[src/rtl/inst_buffer.sv]
// Dual-push / dual-pop circular instruction queue between fetch and decode/dispatch.
// Optional IB_STATS_EN adds full/empty cycle counters (ib_full_cycles, ib_empty_cycles).
module inst_buffer #(
   parameter int DEPTH = 8,
   parameter int PTR_W = 3
) (
   input  logic              clock,
   input  logic              reset,
   input  logic              if_valid_inst0,
   input  logic              if_valid_inst1,
   input  logic [31:0]       if_IR0,
   input  logic [31:0]       if_IR1,
   input  logic [63:0]       if_NPC0,
   input  logic [63:0]       if_NPC1,
   input  logic              if_branch_taken0,
   input  logic              if_branch_taken1,
   input  logic [63:0]       if_pred_addr0,
   input  logic [63:0]       if_pred_addr1,
   input  logic [1:0]        id_dispatch_num,
   input  logic              ex_mem_flush,
   output logic [1:0]        ib_accept_num,
   output logic [PTR_W:0]    ib_count,
   output logic              id_valid_inst0,
   output logic              id_valid_inst1,
   output logic [31:0]       id_IR0,
   output logic [31:0]       id_IR1,
   output logic [63:0]       id_NPC0,
   output logic [63:0]       id_NPC1,
   output logic              id_branch_taken0,
   output logic              id_branch_taken1,
   output logic [63:0]       id_pred_addr0,
   output logic [63:0]       id_pred_addr1
`ifdef IB_STATS_EN
   ,
   output logic [31:0]       ib_full_cycles,
   output logic [31:0]       ib_empty_cycles
`endif
);

   localparam logic [31:0] NOP = 32'h47ff041f;

   typedef struct packed {
      logic [31:0] ir;
      logic [63:0] npc;
      logic        bt;
      logic [63:0] pa;
   } ib_entry_t;

   ib_entry_t        mem [DEPTH];
   logic [PTR_W-1:0] head, tail, head1, tail1;
   logic [PTR_W:0]   count;
   logic [1:0]       accept, push_req, push_n, disp, pop_n;
   ib_entry_t        e0, e1;

   // Credit is based on pre-pop occupancy, so IF never relies on a same-cycle dispatch.
   always_comb begin
      if (count == (PTR_W+1)'(DEPTH))        accept = 2'd0;
      else if (count == (PTR_W+1)'(DEPTH-1)) accept = 2'd1;
      else                                   accept = 2'd2;
      push_req = !if_valid_inst0 ? 2'd0 : (if_valid_inst1 ? 2'd2 : 2'd1);
      push_n   = (push_req > accept) ? accept : push_req;
      disp     = (id_dispatch_num == 2'd3) ? 2'd2 : id_dispatch_num;
      pop_n    = ((PTR_W+1)'(disp) > count) ? count[1:0] : disp;
   end

   assign tail1 = tail + PTR_W'(1);
   assign head1 = head + PTR_W'(1);

   always_ff @(posedge clock) begin
      if (reset || ex_mem_flush) begin
         head  <= '0;
         tail  <= '0;
         count <= '0;
      end else begin
         tail  <= tail + PTR_W'(push_n);
         head  <= head + PTR_W'(pop_n);
         count <= count + (PTR_W+1)'(push_n) - (PTR_W+1)'(pop_n);
      end
   end

   // Payload storage is never reset; readers are masked by the valid flags.
   always_ff @(posedge clock) begin
      if (!reset && !ex_mem_flush) begin
         if (push_n != 2'd0)
            mem[tail]  <= '{ir: if_IR0, npc: if_NPC0, bt: if_branch_taken0, pa: if_pred_addr0};
         if (push_n == 2'd2)
            mem[tail1] <= '{ir: if_IR1, npc: if_NPC1, bt: if_branch_taken1, pa: if_pred_addr1};
      end
   end

   assign e0 = mem[head];
   assign e1 = mem[head1];

   assign ib_accept_num    = accept;
   assign ib_count         = count;
   assign id_valid_inst0   = (count != '0);
   assign id_valid_inst1   = (count > (PTR_W+1)'(1));
   assign id_IR0           = id_valid_inst0 ? e0.ir  : NOP;
   assign id_NPC0          = id_valid_inst0 ? e0.npc : 64'd0;
   assign id_branch_taken0 = id_valid_inst0 & e0.bt;
   assign id_pred_addr0    = id_valid_inst0 ? e0.pa  : 64'd0;
   assign id_IR1           = id_valid_inst1 ? e1.ir  : NOP;
   assign id_NPC1          = id_valid_inst1 ? e1.npc : 64'd0;
   assign id_branch_taken1 = id_valid_inst1 & e1.bt;
   assign id_pred_addr1    = id_valid_inst1 ? e1.pa  : 64'd0;

`ifdef IB_STATS_EN
   // Counters survive flushes; they sample occupancy before this cycle's update.
   always_ff @(posedge clock) begin
      if (reset) begin
         ib_full_cycles  <= '0;
         ib_empty_cycles <= '0;
      end else begin
         if (count == (PTR_W+1)'(DEPTH)) ib_full_cycles  <= ib_full_cycles + 32'd1;
         if (count == '0)                ib_empty_cycles <= ib_empty_cycles + 32'd1;
      end
   end
`endif

endmodule

[config.mk]
export PLATFORM = sky130hd
export DESIGN_NAME = inst_buffer
export DESIGN_NICKNAME = d
export VERILOG_FILES = /design/src/rtl/inst_buffer.sv
export SDC_FILE = /design/constraint.sdc
export NUM_CORES = 2
export LEC_CHECK = 0
export ABC_CLOCK_PERIOD_IN_PS = 22500
export BUFFER_PORTS_ARGS = -buffer_cell sky130_fd_sc_hd__buf_2
export CORE_UTILIZATION = 50
export CTS_BUF_LIST = sky130_fd_sc_hd__clkbuf_8
export CTS_CLUSTER_SIZE = 30
export DETAILED_ROUTE_END_ITERATION = 8
export PLACE_DENSITY = 0.69
export SYNTH_ARGS = -nofsm -noshare
export SYNTH_HDL_FRONTEND = slang
export SYNTH_SLANG_ARGS = --single-unit
export TNS_END_PERCENT = 20
[constraint.sdc]
create_clock -name clock -period 22.5 [get_ports clock]
set_input_delay 3.375 -clock clock [delete_from_list [all_inputs] [get_ports clock]]
set_output_delay 3.375 -clock clock [all_outputs]
set_load 0.03 [all_outputs]
# After elaboration in Yosys (flattened, before gate mapping)
# Memory sizes are Yosys's and may differ from the RTL's. A register that Yosys moved wholly into a read port is not among the register bits.
# Cells that the tools add are included.
# totals
regBits	10
ram_bits	1288
out_inout_bits	330
mem_count	1
# memory_table
memory	depth	word_bits	read_ports	rd_ports_with_merged_regs	wr	line_no	text
mem	8	161	2	1	2	49	ib_entry_t mem [DEPTH];
# classes
n_addsub	6
magnitude_cmp	3
eq_ne	4
n_mux	20
bitwise	2
n_reduce_logical	6
# ops
operator	count
$mux W64	4
$mux W32	2
$mux W2	7
$add A3 B1 Y3 const B	2
$add A3 B2 Y3	2
$mux W1	6
$add A4 B2 Y4	1
$eq A2 B2 Y1 const B	2
$eq A4 B3 Y1 const B	1
$eq A4 B4 Y1 const B	1
$gt A2 B4 Y1	1
$gt A4 B1 Y1 const B	1
$reduce_bool A4 Y1	1
$sub A4 B2 Y4	1
$mux W3	1
$and A1 B1 Y1	2
$gt A2 B2 Y1	1
$logic_not A1 Y1	2
$reduce_bool A2 Y1	1
$logic_and A1 B1 Y1	1
$logic_or A1 B1 Y1	1

# Depth between registers and ports, before layout
# logic_depth
ltp_word	9
depth_mapped	15
depth_no_buf	15

# Worst setup path before layout
# OpenSTA, ideal clock, no wires.
# synth_path
kind	in2reg
startpoint	in if_valid_inst0
endpoint	mem mem[6][0] in the netlist's numbering, enable pin
setup_time_ns	0.904
arrival_ns	16.057
t_required_ns	21.596
path_slack_ns	5.539
cell_stages	8
path_buffers	0
path_cell_list	and2_1 > ha_1 > nor2b_1 > o21ai_1 > mux2_2 > inv_4 > o21ai_0 > o21ai_0
# synth_lines
item	line_no	text
start, declared	9	input logic if_valid_inst0,
end, declared	49	

# Worst setup path in the final report
# layout_path
startpoint	reg head[0]
endpoint	out id_IR1[1]
# layout_between
elab_chain_cells	3
# layout_rtl
item	line_no	text
start, declared	50	logic [PTR_W-1:0] head, tail, head1, tail1;
start signal, assigned	76	head <= head + PTR_W'(pop_n);
$add A3 B1 Y3	67	assign head1 = head + PTR_W'(1);
$mem_v2 Z8 W161	-	
$mux W32	102	assign id_IR1 = id_valid_inst1 ? e1.ir : NOP;
end, declared	26	output logic [31:0] id_IR1,
# No other way between the ends.

==> summary.log <==
qor: run_status.run_status complete, no violations
qor: pwr.seq_power_share 37.1%
qor: yosys.avgSynthCellArea 16.6 um2
qor: yosys.mappedNetlistNets 4865
qor: clock_tree.cts_resized 0
qor: clock_tree.tritoncts.num_buffers 221
qor: cells_and_area.final_net_count 5462
qor: yosys.synthesis.yosys.warnings 0
qor: clock_tree.cts.repair_timing.setup_buffer_count 0
qor: global_route.grt_max_degree 114
qor: die.starting_density_of_the_core 50.6%
qor: yosys.postSynthCellCount 4515
qor: place.dpl_worst_slack 13.54 ns
qor: yosys.ys_seq_area_share 51.9%
qor: timing.finalSetupTns 0 ns
qor: clock_tree.htree_num_levels 4
qor: timing.fin_crit 9.81 ns
qor: setup_path.startpoint_type register
qor: timing.min_period_over_period 43.6%
qor: setup_path.crit_path_end_kind output port
qor: pwr.p_per_area 87.9 mW/mm2
qor: yosys.ys_seq_elements 1298
qor: flow_run.max_cap_violations 0
qor: place.finalWeightedCongestion 0.824
qor: clock_tree.clock_path_buffers 3
qor: pwr.power.share.switching 38.6%
qor: clock_tree.clock_sinks 1298
qor: clock_tree.post_cts_hold_buffer_count 0
qor: timing.timing.max_slew.rel_slack 15.6%
qor: setup_path.path_max_fanout 68
qor: setup_path.worst-setup-path-type reg2out
qor: detailed_routing.remaining_drc_errors 0
qor: cells_and_area.finalNonFillerCells 7270
qor: detailed_routing.wire_per_inst 31.6 um
qor: clock_tree.clk_pin_slew 0.06 ns
qor: pwr.totalPowerFinal 0.00737 W
qor: clock_tree.clock_insertion_delay_worst_skew 1.00 ns
qor: clock_tree.cts_tree yes
qor: die.dieArea 0.151 mm2
qor: timing.final.hold.worst_slack 0.667 ns
qor: pwr.clock_power_share 27.1%
qor: place.placedCellCount 6819
qor: detailed_routing.antenna_left 0
qor: detailed_routing.drt-total-wl 229 mm
qor: setup_path.timing.critical_path.arrival 6.43 ns
qor: die.die_h 389 um
qor: timing.maxSlewViolCount 0
qor: setup_path.cp_common_cell sky130_fd_sc_hd__buf_4
qor: global_route.grt_pass1_vias 48900
qor: global_route.global_route_wire_length_before_repair 333 mm
qor: detailed_routing.routed_via_count_divided_by_cell_count 6.49
qor: hold_path.hold_path.class reg2reg
qor: detailed_routing.pre_repair_dr_iteration_count 7
qor: setup_path.slowest_delay 1.08 ns
qor: global_route.gr-total-overflow 0
qor: die.die_width 389 um
qor: place.place_hpwl 126 mm
qor: setup_path.cp.required 19.12 ns
qor: timing.timing.final.ws_setup 12.69 ns
qor: timing.tightestPinTransition 1.27 ns
qor: setup_path.crit_slowest_cell sky130_fd_sc_hd__dfxtp_4
qor: cells_and_area.area_grow_syn2layout 11.7%
qor: detailed_routing.drt_first_iter_violations 4239
qor: place.port_buffers 658
qor: timing.setup_repair_after_global_routing_missed_its_margin no
qor: die.placement_rows 141
qor: setup_path.critical_path.cell_chain buf_4, buf_4, buf_4, buf_4, mux4_2, nand2_1, nand3_1, buf_2
qor: yosys.synth_area 0.0749 mm2
qor: yosys.synth_unique_cells 38
qor: detailed_routing.detailroute.via_count 47200
qor: clock_tree.clockRootBuffer sky130_fd_sc_hd__clkbuf_8
qor: pwr.combinational_cell_fraction_of_total_power 35.8%
qor: global_route.grt_antenna_before_repair 95
qor: die.core_region_area 0.148 mm2
qor: die.num_io_pins 659
qor: pwr.p_int 0.00452 W
qor: global_route.grt_util_all_layers 30.0%
qor: timing.finalHoldViolCount 0
qor: cells_and_area.mostFrequentLayoutCell sky130_fd_sc_hd__edfxtp_1
qor: pwr.worst_ir_drop_vdd 0.0000698 V
qor: pwr.power.static_leakage 27.5 nW
qor: cells_and_area.top_library_cells_by_usage_in_the_layout_fill_and_taps_aside sky130_fd_sc_hd__edfxtp_1 (1288), sky130_fd_sc_hd__mux2_2 (748), sky130_fd_sc_hd__buf_2 (658)
qor: timing.setup_viol 0
qor: timing.clock.fmax 102 MHz
qor: pwr.p_sw 0.00285 W
qor: timing.clock_skew_after_layout 0.0594 ns
qor: cells_and_area.proportion_of_layout_cells_with_a_drive_suffix_above_1 45.9%
==> power groups by stage <==
| stage | logic (W) | clock network [W] | registers (W) |
|---|---|---|---|
| final | 0.00264 | 0.00199 | 0.00274 |
| after global routing | 0.00275 | 0.00211 | 0.00274 |
| after CTS | 0.00264 | 0.00202 | 0.00274 |
| after detailed placement | 0.00263 | 0 | 0.00279 |
| after global placement | 0.00262 | 0 | 0.00278 |
| after floorplan | 0.00174 | 0 | 0.00278 |
==> synthesized netlist by cell type <==
master,instances,area [um2]
sky130_fd_sc_hd__inv_1,15,56.3
sky130_fd_sc_hd__o21bai_1,7,52.6
sky130_fd_sc_hd__xnor2_1,2,17.5
sky130_fd_sc_hd__o211ai_1,1,7.51
sky130_fd_sc_hd__nand3_1,22,110
sky130_fd_sc_hd__xor2_2,1,16.3
sky130_fd_sc_hd__fa_1,4,80.1
sky130_fd_sc_hd__mux2i_1,162,1620
sky130_fd_sc_hd__nand3_2,1,10.0
sky130_fd_sc_hd__or3_1,1,6.26
sky130_fd_sc_hd__nor3_4,6,97.6
sky130_fd_sc_hd__buf_6,45,507
sky130_fd_sc_hd__dfxtp_1,10,200
sky130_fd_sc_hd__a21o_1,1,7.51
sky130_fd_sc_hd__clkbuf_1,115,432
sky130_fd_sc_hd__clkinv_1,2,7.51
sky130_fd_sc_hd__edfxtp_1,1288,38700
sky130_fd_sc_hd__xor2_1,4,35.0
sky130_fd_sc_hd__mux2_1,541,6090
sky130_fd_sc_hd__ha_1,17,213
sky130_fd_sc_hd__mux2_2,748,8420
sky130_fd_sc_hd__inv_4,1,6.26
sky130_fd_sc_hd__and3_1,1,6.26
sky130_fd_sc_hd__nand2b_1,2,12.5
sky130_fd_sc_hd__o21ai_0,3,15.0
sky130_fd_sc_hd__or2_2,1,6.26
sky130_fd_sc_hd__mux4_2,644,14500
sky130_fd_sc_hd__buf_1,40,150
sky130_fd_sc_hd__nor2_1,156,586
sky130_fd_sc_hd__a21oi_1,147,736
sky130_fd_sc_hd__or2_1,1,6.26
sky130_fd_sc_hd__nor2b_1,2,12.5
sky130_fd_sc_hd__nand2_1,348,1310
sky130_fd_sc_hd__xnor2_2,1,16.3
sky130_fd_sc_hd__o21ai_1,1,5.00
sky130_fd_sc_hd__and2_1,5,31.3
sky130_fd_sc_hd__buf_2,158,791
sky130_fd_sc_hd__buf_4,11,82.6
==> layout make-up <==
class / instances / area [um2]
Clock inverter: 170 / 900
Antenna cell: 59 / 148
Fill cell: 11800 / 64400
Timing Repair Buffer: 743 / 4080
Multi-Input combinational cell: 2830 / 34200
Sequential cell: 1298 / 38900
Inverter: 18 / 70.1
Tap cell: 1930 / 2410
Clock buffer: 222 / 3060
==> worst paths after layout <==
kind	from	endpoint	slack, ns	cells past startpoint
min reg2reg	tail[1]	tail[1]	0.67	3
min	tail[1]	tail[1]	0.67	3
max reg2reg	ib_count[2]	mem[3][21]	17.23	14
max	head[0]	id_IR1[1]	12.69	8
==> per-layer routing <==
metal	part of all wire, %	track usage (%)	wire [um]
met4	3.2	11.2	7240
met1	39	39.5	89800
met3	9.2	7.11	21100
met5	0.14	0	310
met2	48	48.6	111000
==> sequential cells by signal, summed over array words and instances, names as in the netlist <==
register / count
head: 3
tail: 3
ib_count: 4
mem: 1288
==> kinds of logic (layout without fill, tap and decap cells) <==
kind of cell | Yosys count | after routing | synth area share [%]
fa+ha+maj | 21 | 21 | 0.391
compound gates | 160 | 160 | 1.10
xor+xnor | 8 | 8 | 0.114
simple gates | 546 | 546 | 2.92
other cells | 0 | 59 | 0
flops | 1298 | 1298 | 51.9
buf+inv | 387 | 1153 | 2.71
mux | 2095 | 2095 | 40.9
==> critical path: cells and delay by family (launching register included) <==
kind	cells	cell delay, ns
buf+inv	5	3.44
flops	1	1.08
mux	1	0.59
simple gates	2	0.19
==> metrics by stage <==
step	area [um2]	utilization [%]
6_report	83700	56.5
5_1_grt	83700	56.5
3_5_place_dp	79600	53.7
3_3_place_gp	79600	53.7
4_1_cts	83600	56.4
2_1_floorplan	74900	-
No activity file was read; power rests on OpenSTA's default activity.
